### src/rtl/seq_det_sched_if.sv
// Request/response bus between the packet-side requesters and the detector scheduler.
// The master side is the requesters; the slave side is the scheduler.
interface seq_det_sched_if #(
    parameter int WIDTH = 8,
    parameter int CNT_W = 4
);
    logic [1:0]       req_valid;
    logic [WIDTH-1:0] req_data0;
    logic [WIDTH-1:0] req_data1;
    logic [1:0]       req_ready;
    logic             resp_valid;
    logic             resp_id;
    logic [CNT_W-1:0] resp_count;

    modport master (
        output req_valid, req_data0, req_data1,
        input  req_ready, resp_valid, resp_id, resp_count
    );

    modport slave (
        input  req_valid, req_data0, req_data1,
        output req_ready, resp_valid, resp_id, resp_count
    );
endinterface

### src/rtl/seq_det_sched.sv
// Round-robin scheduler sharing one serial sequence detector between two requesters:
// reset the detector, shift the job word MSB-first, count matches, return the tagged count.
module seq_det_sched #(
    parameter int WIDTH   = 8,
    parameter int CNT_W   = 4,
    parameter int DET_LAT = 1
) (
    input  logic              clk,
    input  logic              rst,
    seq_det_sched_if.slave    bus,
    output logic              det_din,
    output logic              det_rst,
    input  logic              det_dout,
    output logic              busy
);
    typedef enum logic [2:0] {S_IDLE, S_CLR, S_SHIFT, S_DRAIN, S_RESP} state_t;

    // Bit counter runs across SHIFT and DRAIN so it doubles as the window index.
    localparam int              BCW        = $clog2(WIDTH + DET_LAT + 1);
    localparam logic [BCW-1:0]  LAST_SHIFT = BCW'(WIDTH - 1);
    localparam logic [BCW-1:0]  LAST_DRAIN = BCW'(WIDTH + DET_LAT - 1);
    localparam logic [BCW-1:0]  WIN_START  = BCW'(DET_LAT);

    state_t           r_state, w_next;
    logic             r_last_grant;
    logic             r_id;
    logic             r_det_rst;
    logic             r_resp_id;
    logic [WIDTH-1:0] r_shift;
    logic [BCW-1:0]   r_bitcnt;
    logic [CNT_W-1:0] r_cnt;
    logic [CNT_W-1:0] r_resp_count;
    logic [CNT_W-1:0] w_cnt_next;
    logic [1:0]       w_ready;
    logic             w_xfer;
    logic             w_xfer_id;
    logic             w_sample;

    always_ff @(posedge clk or negedge rst) begin
        if (!rst) r_state <= S_IDLE;
        else      r_state <= w_next;
    end

    always_comb begin
        w_next  = r_state;
        w_ready = 2'b00;
        case (r_state)
            S_IDLE: begin
                case (bus.req_valid)
                    2'b01:   w_ready = 2'b01;
                    2'b10:   w_ready = 2'b10;
                    2'b11:   w_ready = r_last_grant ? 2'b01 : 2'b10;
                    default: w_ready = 2'b00;
                endcase
                if (|(bus.req_valid & w_ready)) w_next = S_CLR;
            end
            S_CLR:   w_next = S_SHIFT;
            S_SHIFT: if (r_bitcnt == LAST_SHIFT) w_next = (DET_LAT > 0) ? S_DRAIN : S_RESP;
            S_DRAIN: if (r_bitcnt == LAST_DRAIN) w_next = S_RESP;
            S_RESP:  w_next = S_IDLE;
            default: w_next = S_IDLE;
        endcase
    end

    assign w_xfer     = |(bus.req_valid & w_ready);
    assign w_xfer_id  = w_ready[1];
    assign w_sample   = ((r_state == S_SHIFT) || (r_state == S_DRAIN)) && (r_bitcnt >= WIN_START);
    assign w_cnt_next = (w_sample && det_dout && (r_cnt != {CNT_W{1'b1}})) ? r_cnt + CNT_W'(1) : r_cnt;

    always_ff @(posedge clk or negedge rst) begin
        if (!rst) begin
            r_last_grant <= 1'b1;
            r_id         <= 1'b0;
            r_det_rst    <= 1'b1;
            r_resp_id    <= 1'b0;
            r_shift      <= '0;
            r_bitcnt     <= '0;
            r_cnt        <= '0;
            r_resp_count <= '0;
        end else begin
            r_det_rst <= (w_next == S_CLR);
            if (w_xfer) begin
                r_shift      <= w_xfer_id ? bus.req_data1 : bus.req_data0;
                r_id         <= w_xfer_id;
                r_last_grant <= w_xfer_id;
                r_cnt        <= '0;
                r_bitcnt     <= '0;
            end else begin
                if (r_state == S_SHIFT) r_shift <= {r_shift[WIDTH-2:0], 1'b0};
                if ((r_state == S_SHIFT) || (r_state == S_DRAIN)) r_bitcnt <= r_bitcnt + BCW'(1);
                r_cnt <= w_cnt_next;
            end
            // Response registers load with the final window sample and hold until the next job ends.
            if ((w_next == S_RESP) && (r_state != S_RESP)) begin
                r_resp_id    <= r_id;
                r_resp_count <= w_cnt_next;
            end
        end
    end

    assign det_din        = (r_state == S_SHIFT) & r_shift[WIDTH-1];
    assign det_rst        = r_det_rst;
    assign busy           = (r_state != S_IDLE);
    assign bus.req_ready  = w_ready;
    assign bus.resp_valid = (r_state == S_RESP);
    assign bus.resp_id    = r_resp_id;
    assign bus.resp_count = r_resp_count;
endmodule

### src/flat_wrapper.sv
// flat-port wrapper written by rule: the top's interface ports become plain ports
module seq_det_sched_flat 
#(
    parameter int WIDTH   = 8,
    parameter int CNT_W   = 4,
    parameter int DET_LAT = 1
)
  (clk, rst, det_din, det_rst, det_dout, busy, bus_req_valid, bus_req_data0, bus_req_data1, bus_req_ready, bus_resp_valid, bus_resp_id, bus_resp_count);
  seq_det_sched_if #(.WIDTH(WIDTH), .CNT_W(CNT_W)) bus_i ();
  input  logic clk;
  input  logic rst;
  output logic det_din;
  output logic det_rst;
  input  logic det_dout;
  output logic busy;
  input wire logic [$bits(bus_i.req_valid)-1:0] bus_req_valid;
  input wire logic [$bits(bus_i.req_data0)-1:0] bus_req_data0;
  input wire logic [$bits(bus_i.req_data1)-1:0] bus_req_data1;
  output wire logic [$bits(bus_i.req_ready)-1:0] bus_req_ready;
  output wire logic [$bits(bus_i.resp_valid)-1:0] bus_resp_valid;
  output wire logic [$bits(bus_i.resp_id)-1:0] bus_resp_id;
  output wire logic [$bits(bus_i.resp_count)-1:0] bus_resp_count;
  assign bus_i.req_valid = bus_req_valid;
  assign bus_i.req_data0 = bus_req_data0;
  assign bus_i.req_data1 = bus_req_data1;
  assign bus_req_ready = bus_i.req_ready;
  assign bus_resp_valid = bus_i.resp_valid;
  assign bus_resp_id = bus_i.resp_id;
  assign bus_resp_count = bus_i.resp_count;
  seq_det_sched #(.WIDTH(WIDTH), .CNT_W(CNT_W), .DET_LAT(DET_LAT)) u_core (.clk(clk), .rst(rst), .bus(bus_i), .det_din(det_din), .det_rst(det_rst), .det_dout(det_dout), .busy(busy));
endmodule
### config.mk
export PLATFORM = sky130hd
export DESIGN_NAME = seq_det_sched_flat
export DESIGN_NICKNAME = d
export VERILOG_FILES = /design/src/rtl/seq_det_sched_if.sv /design/src/rtl/seq_det_sched.sv /design/src/flat_wrapper.sv
export SDC_FILE = /design/constraint.sdc
export NUM_CORES = 1
export LEC_CHECK = 0
export CAP_MARGIN = 40
export CORE_UTILIZATION = 53
export DETAILED_ROUTE_END_ITERATION = 6
export PLACE_DENSITY = 0.84
export SLEW_MARGIN = 30
export SYNTH_ARGS = -nofsm -noshare
export SYNTH_HDL_FRONTEND = slang
export SYNTH_SLANG_ARGS = --single-unit
### constraint.sdc
create_clock -name clk -period 3.3 [get_ports clk]
set_input_delay 0.495 -clock clk [delete_from_list [all_inputs] [get_ports clk]]
set_output_delay 0.495 -clock clk [all_outputs]
set_load 0.1 [all_outputs]
# Word-level counts from Yosys, hierarchy flattened
# Cells that the tools add are included.
# totals
ff_bits	27
latch_bits	0
ramBits	0
romBits	0
inputBits	21
output_inout_bits	11
wordCells	54
memories	0
# op_classes
addsub	2
n_mul	0
div	0
magnitude_cmp	1
eq_ne	13
shift	0
mux	15
n_bitwise	3
n_reduce_logical	11
# op_table
op	count
$mux W8	3
$mux W4	4
$pmux W3 S4	1
$mux W3	3
$add A4 B1 Y4 const B	2
$eq A3 B1 Y1 const B	2
$eq A3 B2 Y1 const B	2
$eq A3 B3 Y1 const B	2
$mux W2	3
$pmux W2 S3	1
$and A2 B2 Y2	2
$eq A2 B2 Y1 const B	2
$eq A4 B3 Y1 const B	1
$eq A4 B4 Y1 const B	1
$ge A4 B1 Y1 const B	1
$logic_and A1 B1 Y1	4
$ne A4 B4 Y1 const B	1
$reduce_bool A2 Y1	2
$reduce_or A2 Y1	2
$logic_not A3 Y1	1
$ne A3 B3 Y1 const B	1
$reduce_bool A3 Y1	1
$eq A2 B1 Y1 const B	1
$and A1 B1 Y1	1
$logic_or A1 B1 Y1	1

# Logic depth before layout (Yosys ltp)
# depth
word_depth	9
mapped_depth	7
ltp_nobuf	7

# Least setup slack after synthesis
# No wires, ideal clock.
# synth_path
path_kind	register to output
startpoint	register u_core.r_state[0]
endpoint	output bus_resp_valid
arrival_ns	2.677
setup_slack_ns	0.128
path_stages_with_launch	2
cell_sequence	dfrtp_1 nor3b_1
# synth_via
elab_chain_cells	1
# synth_rtl
element	line	text
from (decl)	seq_det_sched.sv:24	state_t r_state, w_next;
from (signal assigned)	seq_det_sched.sv:41	else r_state <= w_next;
$eq A3 B3 Y1	seq_det_sched.sv:105	assign bus.resp_valid = (r_state == S_RESP);
to (decl)	flat_wrapper.sv:20	output wire logic [$bits(bus_i.resp_valid)-1:0] bus_resp_valid;
# No other way between the ends.

# Worst setup path after layout
# layout_path
startpoint	register u_core.r_state[0]
endpoint	output bus_req_ready[1]
# layout_via
elab_chain_cells	2
# layout_rtl
element	line	text
$logic_not A3 Y1	seq_det_sched.sv:47	case (r_state)
$mux W2	seq_det_sched.sv:47	
to (decl)	flat_wrapper.sv:19	output wire logic [$bits(bus_i.req_ready)-1:0] bus_req_ready;
# No other way between the ends.

==> key figures <==
Clocking
  – Post-CTS Hold Buffers: 0
  – Clk_lat worst skew: 320 ps
  – Cts bufs inserted: 3
  – CTS Sinks: 27
  – # resized after CTS: 0
  – CTS tree: yes
  – Worst-path clk slew: 140 ps
  – Htree depth: 1
  – CTS max path bufs: 2
  – Post-CTS setup buffers: 0
  – Root buf cell: clkbuf_4

Synth
  – Simple-gate portion of the synthesized area: 0.170
  – Compound-gate portion of the synthesized area: 0.0619
  – Syn Nets: 149
  – Cell type with the highest aggregate area in the netlist: dfrtp_1
  – Xor/xnor share of the synthesized area: 0.0318
  – Fraction of the mapped netlist area in adder cells: 0.0364
  – Post-Syn Area: 0.00138 mm^2
  – Async SR Flop Fraction: 1.00
  – Seq/Total Area, Yosys: 0.493
  – Largest cells by area after synthesis: dfrtp_1 (45%), mux2i_1 (17%), dfstp_2 (3.8%)
  – Top-count cell post-synth: dfrtp_1
  – Proportion of synthesized area in mux cells: 0.167
  – Post-synth EDFFs: 0
  – Main combinational cell family by area after synthesis: simple AND/OR/NAND/NOR gates
  – Main synth FF type: dfrtp_1
  – Syn avg cell area: 11.1 um^2
  – #FFs+latches synth: 27
  – Synth unique cells: 34
  – Synth Warn #: 0
  – Post-synth top area share: 0.455
  – Post-Syn Instances: 124
  – Most instantiated cells after synthesis: dfrtp_1 (25), mux2i_1 (23), nor2_1 (12)

Placement
  – # port buffers: 31
  – Routability congestion estimate: 0.740
  – Placed Instances: 189
  – Post-DP HPWL: 2080 um

Setup path
  – CP Capture Type: output port
  – Worst r2r dst: u_core.r_shift[7]$_DFFE_PN0P_
  – Setup slack, reg-to-reg: 1460 ps
  – CP startpoint: u_core.r_state[0]$_DFF_PN0_
  – Kind of critical path: reg -> out
  – Critical Path AT: 2290 ps
  – Critical-path maximum fanout: 18
  – Worst Setup Start Kind: register
  – Reg-to-Reg Start: u_core.r_state[0]$_DFF_PN0_
  – Critical path data required time: 2800 ps
  – R2R cell count: 4

Run
  – Max cap viols: 0

Final layout
  – Final nets: 189
  – # fillers: 186
  – Cell Count, Final, Fillers Out: 193
  – Share of cells above drive strength 1: 0.160
  – Multi-input gate area: 643 um^2
  – Reg area: 678 um^2
  – Diodes inserted: 0
  – Utilization after layout: 0.744
  – Area Overhead vs Synth: 32.8%

STA
  – Final setup fails: 0
  – RSZ-0062 raised after global routing: false
  – Worst slew pin tran: 487 ps
  – Final TNS setup: 0 ps
  – Max Clk Rate: 359 MHz
  – Worst relative slew slack: 0.673
  – Slew Viols, Final: 0
  – Final hold vios: 0
  – Minimum clock period: 2780 ps
  – Final Skew: 8.24 ps
  – Part of the cycle the worst path needs: 0.843

Power and ir drop
  – Leakage power total: 0.848 nW
  – Cell Pwr Density: 969 mW/mm^2
  – Max VDD drop: 0.000963 V

Floorplanning
  – FP Rows: 18
  – Die height: 52.9 um
  – Die Width: 52.9 um
  – Area of the core: 0.00245 mm^2
  – Die area: 0.00280 mm^2
  – Num ports: 32
  – Initial Utilization: 0.560

Global routing
  – Antenna violations before repair: 0
  – Largest net degree at the start of global routing: 28
  – First-pass GRT wire length: 4380 um
  – Global route overflow: 0
  – GRT Total Usage: 0.224
  – Vias in the first global route: 1,025

Drt
  – Via density: 5.26
  – First-pass detailed-route iteration total: 4
  – Routed via count: 1,016
  – Post-Route WL: 2720 um
  – ANT nets after route: 0
  – Initial drt markers: 8
  – Residual DRC count: 0
  – Drt wl/cell: 14.1 um

Min path
  – Min-Delay Endpoint: u_core.bus.resp_id$_DFFE_PN0P_
  – Worst Hold Path Cells: 2
  – Worst Hold Class: reg -> reg
  – HP Start: u_core.r_id$_DFFE_PN0N_

Outcome
  – Outcome: finished clean
==> area by class of cell <==
type,instances,area share
well taps,30,0.0206
clock buffers,4,0.0144
multi-input cells,87,0.352
flip-flops and latches,27,0.371
inverters,6,0.0123
repair buffers,39,0.229
==> worst max-delay path, cell delays in order (launching register included) <==
cell and delay (ps):
dfrtp_1 500, nor3_1 420, o21ai_1 250, inv_2 360, and2_1 240, buf_12 180
==> layout by cell type (no fill, tap or decap), types with 2 or more instances in the layout <==
| cell type | n |
|---|---|
| nor2_1 | 12 |
| inv_1 | 5 |
| a21oi_1 | 4 |
| buf_12 | 2 |
| nand3_1 | 3 |
| xor2_1 | 4 |
| dfstp_2 | 2 |
| and2_1 | 2 |
| dfrtp_1 | 25 |
| nand2_1 | 8 |
| and3b_2 | 2 |
| o21ai_0 | 5 |
| a31oi_1 | 2 |
| buf_4 | 7 |
| clkdlybuf4s50_1 | 25 |
| buf_8 | 5 |
| nand4_1 | 2 |
| clkbuf_4 | 3 |
| o211ai_1 | 2 |
| mux2i_1 | 23 |
| ha_1 | 4 |
==> sequential cells by signal (all words and copies together), names as in the netlist <==
register / count
u_core.r_bitcnt: 4
u_core.bus.resp_count: 4
u_core.bus.resp_id: 1
u_core.r_cnt: 4
u_core.r_id: 1
u_core.r_shift: 8
u_core.r_last_grant: 1
u_core.det_rst: 1
u_core.r_state: 3
==> layer usage <==
layer  GRT usage  part of all wire  vias up
li1            -                 -      510
met3      0.0259             0.031        2
met1       0.259              0.44      481
met2       0.420              0.53       23
met4      0.0789            0.0051        0
met5           0                 0        -
==> worst max-delay path by stage <==
stage,end,depth (start not counted)
3_3_place_gp,bus_req_ready[1],5
6_report,bus_req_ready[1],5
5_1_grt,bus_req_ready[1],5
2_1_floorplan,bus_resp_valid,1
4_1_cts,bus_req_ready[1],5
3_5_place_dp,bus_req_ready[1],5
==> through the flow <==
stage                     setup slack, ps  hold slack, ps  power, mW  cell area (um^2)
after floorplan                       128             199       1.31              1380
after global placement                922             453       1.49              1720
after detailed placement              864             461       1.64              1800
after CTS                             542             493       1.78              1830
after global routing                  280             511       1.88              1830
final                                 517             493       1.77              1830
==> logic make-up after synthesis <==
logic type	count (synthesis)
AO/OA/AOI/OAI	15
flip-flops	27
adder cells (fa/ha/maj)	4
XOR/XNOR	5
multiplexers	23
AND/OR/NAND/NOR	40
buffers and inverters	10
==> power by group <==
group	total, mW	internal [mW]	switching, mW
clock network	0.142	0.0473	0.0943
registers	0.603	0.480	0.123
logic	1.02	0.400	0.625
Power figures use the tool's default switching activity.
